### config.mk
export PLATFORM = sky130hd
export DESIGN_NAME = fetch_unit
export DESIGN_NICKNAME = d
export VERILOG_FILES = /design/src/rtl/fetch_unit.sv
export SDC_FILE = /design/constraint.sdc
export NUM_CORES = 1
export LEC_CHECK = 0
export CORE_MARGIN = 5
export CORE_UTILIZATION = 49
export CTS_BUF_LIST = sky130_fd_sc_hd__clkbuf_8 sky130_fd_sc_hd__clkbuf_16
export DETAILED_ROUTE_END_ITERATION = 6
export HOLD_SLACK_MARGIN = 0.15
export PLACE_DENSITY = 0.76
export SETUP_SLACK_MARGIN = 0.3
export SYNTH_ARGS = -nofsm -noshare
export SYNTH_HDL_FRONTEND = slang
export SYNTH_SLANG_ARGS = --single-unit
### constraint.sdc
create_clock -name clk -period 5.75 [get_ports clk]
set_clock_uncertainty 0.2 [all_clocks]
set_input_delay 1.15 -clock clk [delete_from_list [all_inputs] [get_ports clk]]
set_output_delay 1.15 -clock clk [all_outputs]
set_load 0.005 [all_outputs]
### src/rtl/fetch_unit.sv
// fetch_unit: instruction fetch stage owning the PC and the F/D pipeline register
module fetch_unit #(
  parameter logic [15:0] RESET_PC     = 16'h0000,
  parameter logic [15:0] BUBBLE_INSTR = 16'h0000
) (
  input  logic        clk,
  input  logic        rst_n,
  input  logic        stall,
  input  logic        flush,
  input  logic [15:0] branch_target,
  output logic        imem_req,
  output logic [15:0] imem_addr,
  input  logic        imem_ready,
  input  logic [15:0] imem_data,
  output logic [31:0] F_out,
  output logic        F_valid,
  output logic        halted,
  output logic [15:0] pc
);
  typedef enum logic [2:0] {IDLE, FETCH, DROP, HOLD, HALT} state_t;
  localparam logic [31:0] BUBBLE = {16'h0000, BUBBLE_INSTR};
  state_t state, state_n;
  logic [15:0] req_addr, req_addr_n, pc_n, pc_inc;
  logic [31:0] f_out_n, hold_data, hold_data_n;
  logic f_valid_n, hold_hlt, hold_hlt_n, redirect, is_hlt;
  assign pc_inc    = pc + 16'd2;
  assign redirect  = flush & ~stall;
  assign is_hlt    = imem_data[15:12] == 4'hF;
  assign imem_req  = state == FETCH || state == DROP;
  assign imem_addr = req_addr;
  assign halted    = state == HALT;
  always_ff @(posedge clk or negedge rst_n)
    if (!rst_n) begin
      state     <= IDLE;
      pc        <= RESET_PC;
      req_addr  <= RESET_PC;
      F_out     <= BUBBLE;
      F_valid   <= 1'b0;
      hold_data <= 32'h0;
      hold_hlt  <= 1'b0;
    end else begin
      state     <= state_n;
      pc        <= pc_n;
      req_addr  <= req_addr_n;
      F_out     <= f_out_n;
      F_valid   <= f_valid_n;
      hold_data <= hold_data_n;
      hold_hlt  <= hold_hlt_n;
    end
  always_comb begin
    state_n     = state;
    pc_n        = pc;
    req_addr_n  = req_addr;
    f_out_n     = stall ? F_out : BUBBLE;
    f_valid_n   = stall & F_valid;
    hold_data_n = hold_data;
    hold_hlt_n  = hold_hlt;
    case (state)
      IDLE: begin
        state_n    = FETCH;
        req_addr_n = pc;
      end
      FETCH:
        if (redirect) begin
          // a response arriving with the flush is squashed; otherwise it must still be drained
          pc_n       = branch_target;
          req_addr_n = imem_ready ? branch_target : req_addr;
          state_n    = imem_ready ? FETCH : DROP;
        end else if (imem_ready) begin
          pc_n = pc_inc;
          if (stall) begin
            hold_data_n = {pc_inc, imem_data};
            hold_hlt_n  = is_hlt;
            state_n     = HOLD;
          end else begin
            f_out_n    = {pc_inc, imem_data};
            f_valid_n  = 1'b1;
            req_addr_n = pc_inc;
            state_n    = is_hlt ? HALT : FETCH;
          end
        end
      DROP: begin
        pc_n = redirect ? branch_target : pc;
        if (imem_ready) begin
          req_addr_n = redirect ? branch_target : pc;
          state_n    = FETCH;
        end
      end
      HOLD:
        if (!stall) begin
          f_out_n    = hold_data;
          f_valid_n  = 1'b1;
          req_addr_n = pc;
          state_n    = hold_hlt ? HALT : FETCH;
        end
      HALT:
        if (redirect) begin
          pc_n       = branch_target;
          req_addr_n = branch_target;
          state_n    = FETCH;
        end
      default: state_n = IDLE;
    endcase
  end
endmodule

### Yosys cells after proc, flatten, opt, wreduce, memory -nomap -nowiden

Cells that the tools add are included.

* $add $sub $neg: 1
* equality and inequality tests: 11
* multiplexer cells: 32
* bitwise logic cells: 4
* reductions and logical operators: 9

Operators by type and width (count)
* $mux W16: 10
* $mux W32: 5
* $pmux W16 S5: 1
* $pmux W32 S2: 1
* $pmux W16 S2: 1
* $mux W3: 8
* $add A16 B2 Y16 const B: 1
* $pmux W3 S5: 1
* $reduce_and A4 Y1: 2
* $eq A3 B2 Y1 const B: 2
* $ne A2 B2 Y1 const B: 3
* $ne A3 B3 Y1 const B: 2
* $reduce_and A6 Y1: 1
* $reduce_bool A5 Y1: 1
* $eq A4 B4 Y1 const B: 1
* $eq A3 B1 Y1 const B: 1
* $eq A3 B3 Y1 const B: 1
* $logic_not A3 Y1: 1
* $mux W1: 3
* $and A1 B1 Y1: 2
* $mux W2: 1
* $ne A2 B1 Y1 const B: 1
* $not A1 Y1: 2
* $pmux W1 S2: 1
* 4 further kinds: 4

* register bits: 101
* input port bits: 37
* output and inout port bits: 67
* logic and storage cells: 64

### Longest topological paths before layout

* depth after elaboration: 6
* depth in mapped cells: 8
* mapped depth without buffers: 6

### Worst setup path after synthesis

No wires, ideal clock.

* kind: input port to flip-flop
* start: input stall
* end: register req_addr[13], in the netlist imem_addr[13]
* data arrival time: 2.406 ns
* path slack: 3.020 ns
* cell stages on the path: 8
* path buffers: 3
* cells stage by stage: buf_2 nor2b_1 buf_2 a21boi_1 buf_2 mux2i_1 o21ai_0 a211o_1

* cells in the longest elaborated chain, start to end: 5
* elaborated cells between the ends (all ways): 10
* classes of those cells: eq/ne (3); mux (4); bitwise (2); reduce/logical (1)

RTL lines
* start: declaration: RTL line 8 `input logic stall,`
* $not A1 Y1: RTL line 27 `assign redirect = flush & ~stall;`
* $and A1 B1 Y1: RTL line 27
* $mux W16
* $mux W16: RTL line 84 `if (imem_ready) begin`
* $pmux W16 S5: RTL line 58 `case (state)`
* end signal: assignment: RTL line 44 `req_addr <= req_addr_n;`
* end: declaration: RTL line 23 `logic [15:0] req_addr, req_addr_n, pc_n, pc_inc;`

Several ways; a longest one is shown, not always the timed one. The select of a mux whose other input is x is not followed.
A chain may end at the register's enable or synchronous reset.

### Worst setup path after layout

* start: register state[1]
* end: output imem_req

* cells in the longest elaborated chain, start to end: 2
* elaborated cells between the ends (all ways): 3
* classes of those cells: eq/ne (2); reduce/logical (1)

RTL lines
* start: declaration: RTL line 22 `state_t state, state_n;`
* start signal: assignment: RTL line 42 `state <= state_n;`
* $eq A3 B1 Y1 / $eq A3 B2 Y1 (equally long branches): RTL line 29 `assign imem_req = state == FETCH || state == DROP;`
* $logic_or A1 B1 Y1 *: RTL line 29
* end: declaration: RTL line 11 `output logic imem_req,`

Every way passes the cells marked *; elsewhere a longest branch is shown, timed or not.

==> out/qor.txt <==
Status = completed
Clk pwr share = 0.141
Synth Net Count = 624
Worst-path cell chain = clkinv_1 > nand2_1 > a21oi_1 > clkdlybuf4s50_1
Biggest area consumer among synthesized cells = dfrtp_1
Worst Max-Slew Pin Slew = 1.17 ns
Asr flop ratio synth = 1.00
Setup bufs post-CTS = 0
RSZ-0062 raised after global routing = false
Routed wire length = 15,700 um
First-pass GRT wire length = 24,900 um
Antenna violations before repair = 0
Post-synth EDFFs = 0
Fmax = 268 MHz
Max clock buf depth = 2
Final #Nets = 695
ANT cells = 0
CTS Buf Count = 9
Critical Path End Type = primary output
Vias = 4,914
Synth Area in Simple Gates = 0.171
Peak VDD IR = 0.318 mV
Commonest non-fill, non-tap cells in the layout = nand2_1, clkdlybuf4s50_1, dfrtp_1
Netlist cell types = 60
Tmin final = 3.73 ns
Cell-internal power = 2.07 mW
Slew Limit Fails = 0
FF+latch count, synth = 101
Tcrit/Tclk final = 0.649
Setup Crit Path Kind = reg2out
Max_cap viols = 0
Multi-input gate area = 2440 um^2
Slew headroom = 0.219
Synthesized area = 5310 um^2
DR iter-0 viols = 628
Largest net degree at the start of global routing = 72
IO Count = 104
Top-area cell type share of the netlist area = 0.476
Post-synthesis mux area share = 0.0247
Row cnt = 38
Die Footprint = 13,000 um^2
Sequential share of the synthesized area = 0.476
Logic pwr share = 0.481
Ys flop type = dfrtp_1
Post_cts resized = 0
H-tree levels = 3
Sw Ratio = 0.407
Ranking of synthesized cells by area = dfrtp_1, nand2_1, o21ai_0, a222oi_1, buf_2
GRT Residual Overflow = 0
IO Port Bufs = 103
Fill count = 970
ANT nets after route = 0
Tightest Hold Check Type = reg2reg
Required @ worst endpoint = 4.40 ns
Layout area overhead = 23.5%
Final Core Density = 0.610
NetSw = 1.42 mW
CTS tree = yes
Clk_lat worst skew = 0.36 ns
Cells after synthesis = 586
Storage element area = 2530 um^2
XOR/XNOR Fraction of Synth Area = 0.0214
Leak pwr = 2.88 nW
Leading cell type in the layout, fill and taps excluded = nand2_1
Worst Path Max Fanout = 22
CP Launch Type = flip-flop
Global Route Usage Sum = 0.243
Max incr delay on CP = 0.83 ns
DRC = 0
Clock sink count = 101
Worst Path Arrival = 2.38 ns
Share of layout cells above drive strength 1 = 0.0545
Mapped Avg Cell Area = 9.06 um^2
YS warnings = 0
Number of global-route vias before repair = 4,691
Power Dens Cells = 533 nW/um^2
Final Setup Violations = 0
Chip Width = 114 um
Post-synthesis compound-gate area fraction = 0.238
Pre-Repair DR Iteration Count = 6
Chip Height = 114 um
Final hold vios = 0
Via/cell ratio = 6.13
Main combinational cell family by area after synthesis = compound AO/OA/AOI/OAI gates
Synth Area in Adders = 0.00236
Core footprint = 10,700 um^2
Final setup TNS = 0 ns
Total power = 3.50 mW
Hold_buf cts = 0
HPWL after DPL = 11,100 um
Gp weighted congestion = 0.927
Worst-path clk slew = 0.09 ns
Starting Density = 0.494
CP max-delay cell = dfrtp_1
Flop pwr share = 0.378
Root Buffer = clkbuf_8
Wire per inst = 19.6 um
==> critical path, delay by kind of cell, from the launching register on <==
kind / cells / cell delay, ns
AO/OA/AOI/OAI: 1 / 0.08
buffers and inverters: 2 / 0.95
flip-flops: 1 / 0.83
AND/OR/NAND/NOR: 1 / 0.16
==> cells by family (layout without fill, tap and decap cells) <==
group                    count (synthesis)  in the layout
AO/OA/AOI/OAI                          184            184
adder cells (fa/ha/maj)                  1              1
XOR/XNOR                                13             13
flip-flops                             101            101
AND/OR/NAND/NOR                        194            194
multiplexers                            13             13
buffers and inverters                   80            155
==> stage by stage <==
stage          worst slack, ns  hold slack, ns  instances  instance area (um^2)
4_1_cts                   2.05           0.288        801                  6560
3_5_place_dp              2.00           0.264        786                  6340
6_report                  2.02           0.286        801                  6560
5_1_grt                   1.85           0.310        801                  6560
3_3_place_gp              2.01           0.258        786                  6340
2_1_floorplan             3.02           0.245        586                  5310
==> flip-flops by register name, summed over array words and instances, names as in the netlist, named ones only <==
| register | count |
|---|---|
| pc | 15 |
| hold_hlt | 1 |
| F_out | 32 |
| state | 3 |
| hold_data | 32 |
| F_valid | 1 |
| imem_addr | 16 |
==> power by group through the flow <==
stage	clock (mW)	combinational [mW]	sequential [mW]
after floorplan	0	1.05	1.21
after global placement	0	1.63	1.31
after detailed placement	0	1.66	1.33
after CTS	0.505	1.68	1.31
after global routing	0.533	1.84	1.36
final	0.492	1.68	1.32
==> cell usage after synthesis (2+ instances only) <==
master	instances
nor2b_1	2
nand2b_1	6
o221ai_1	6
a222oi_1	16
buf_1	6
nand4_1	4
xnor2_1	8
o2111ai_1	2
a211oi_1	5
nor2_1	29
xor2_1	5
inv_1	26
a2bb2oi_1	2
a21o_1	3
nand2_1	106
and2_1	3
o211a_1	2
buf_4	2
buf_2	28
a22oi_1	17
o22a_1	8
o22ai_1	8
a211o_1	5
dfrtp_1	101
o21a_1	2
nor3_1	8
nand3b_1	2
a31oi_1	10
o21ai_0	55
o31ai_1	5
o211ai_1	2
nand3_1	19
and4_1	2
nor4_4	2
mux2i_1	12
a21oi_1	23
nor3b_1	4
clkbuf_1	15
a32oi_1	4
==> cell type report <==
cell class | count | area share
flip-flops and latches | 101 | 0.385
multi-input cells | 405 | 0.372
repair buffers | 113 | 0.168
well taps | 140 | 0.0267
clock buffers | 10 | 0.0210
inverters | 27 | 0.0155
clock inverters | 5 | 0.0116
==> routing by layer <==
layer / vias up / routed length (um) / share of wire / track usage
met2: 223 / 7330 / 0.47 / 0.377
met1: 2420 / 6970 / 0.44 / 0.356
met4: 0 / 330 / 0.021 / 0.0689
met5: - / 0 / 0 / 0
met3: 31 / 1040 / 0.066 / 0.0359
li1: 2240 / - / - / -
==> final timing paths <==
kind	from	to	slack (ns)	cells after the start
worst max-delay path	state[1]	imem_req	2.02	4
worst min register to register	hold_data[17]	hold_data[17]	0.29	2
min in group asynchronous	rst_n	hold_data[16]	0.70	1
worst max register to register	state[1]	imem_addr[7]	2.43	5
worst min-delay path	hold_data[17]	hold_data[17]	0.29	2
max in group asynchronous	rst_n	F_out[20]	3.68	2
Power figures use the tool's default switching activity.
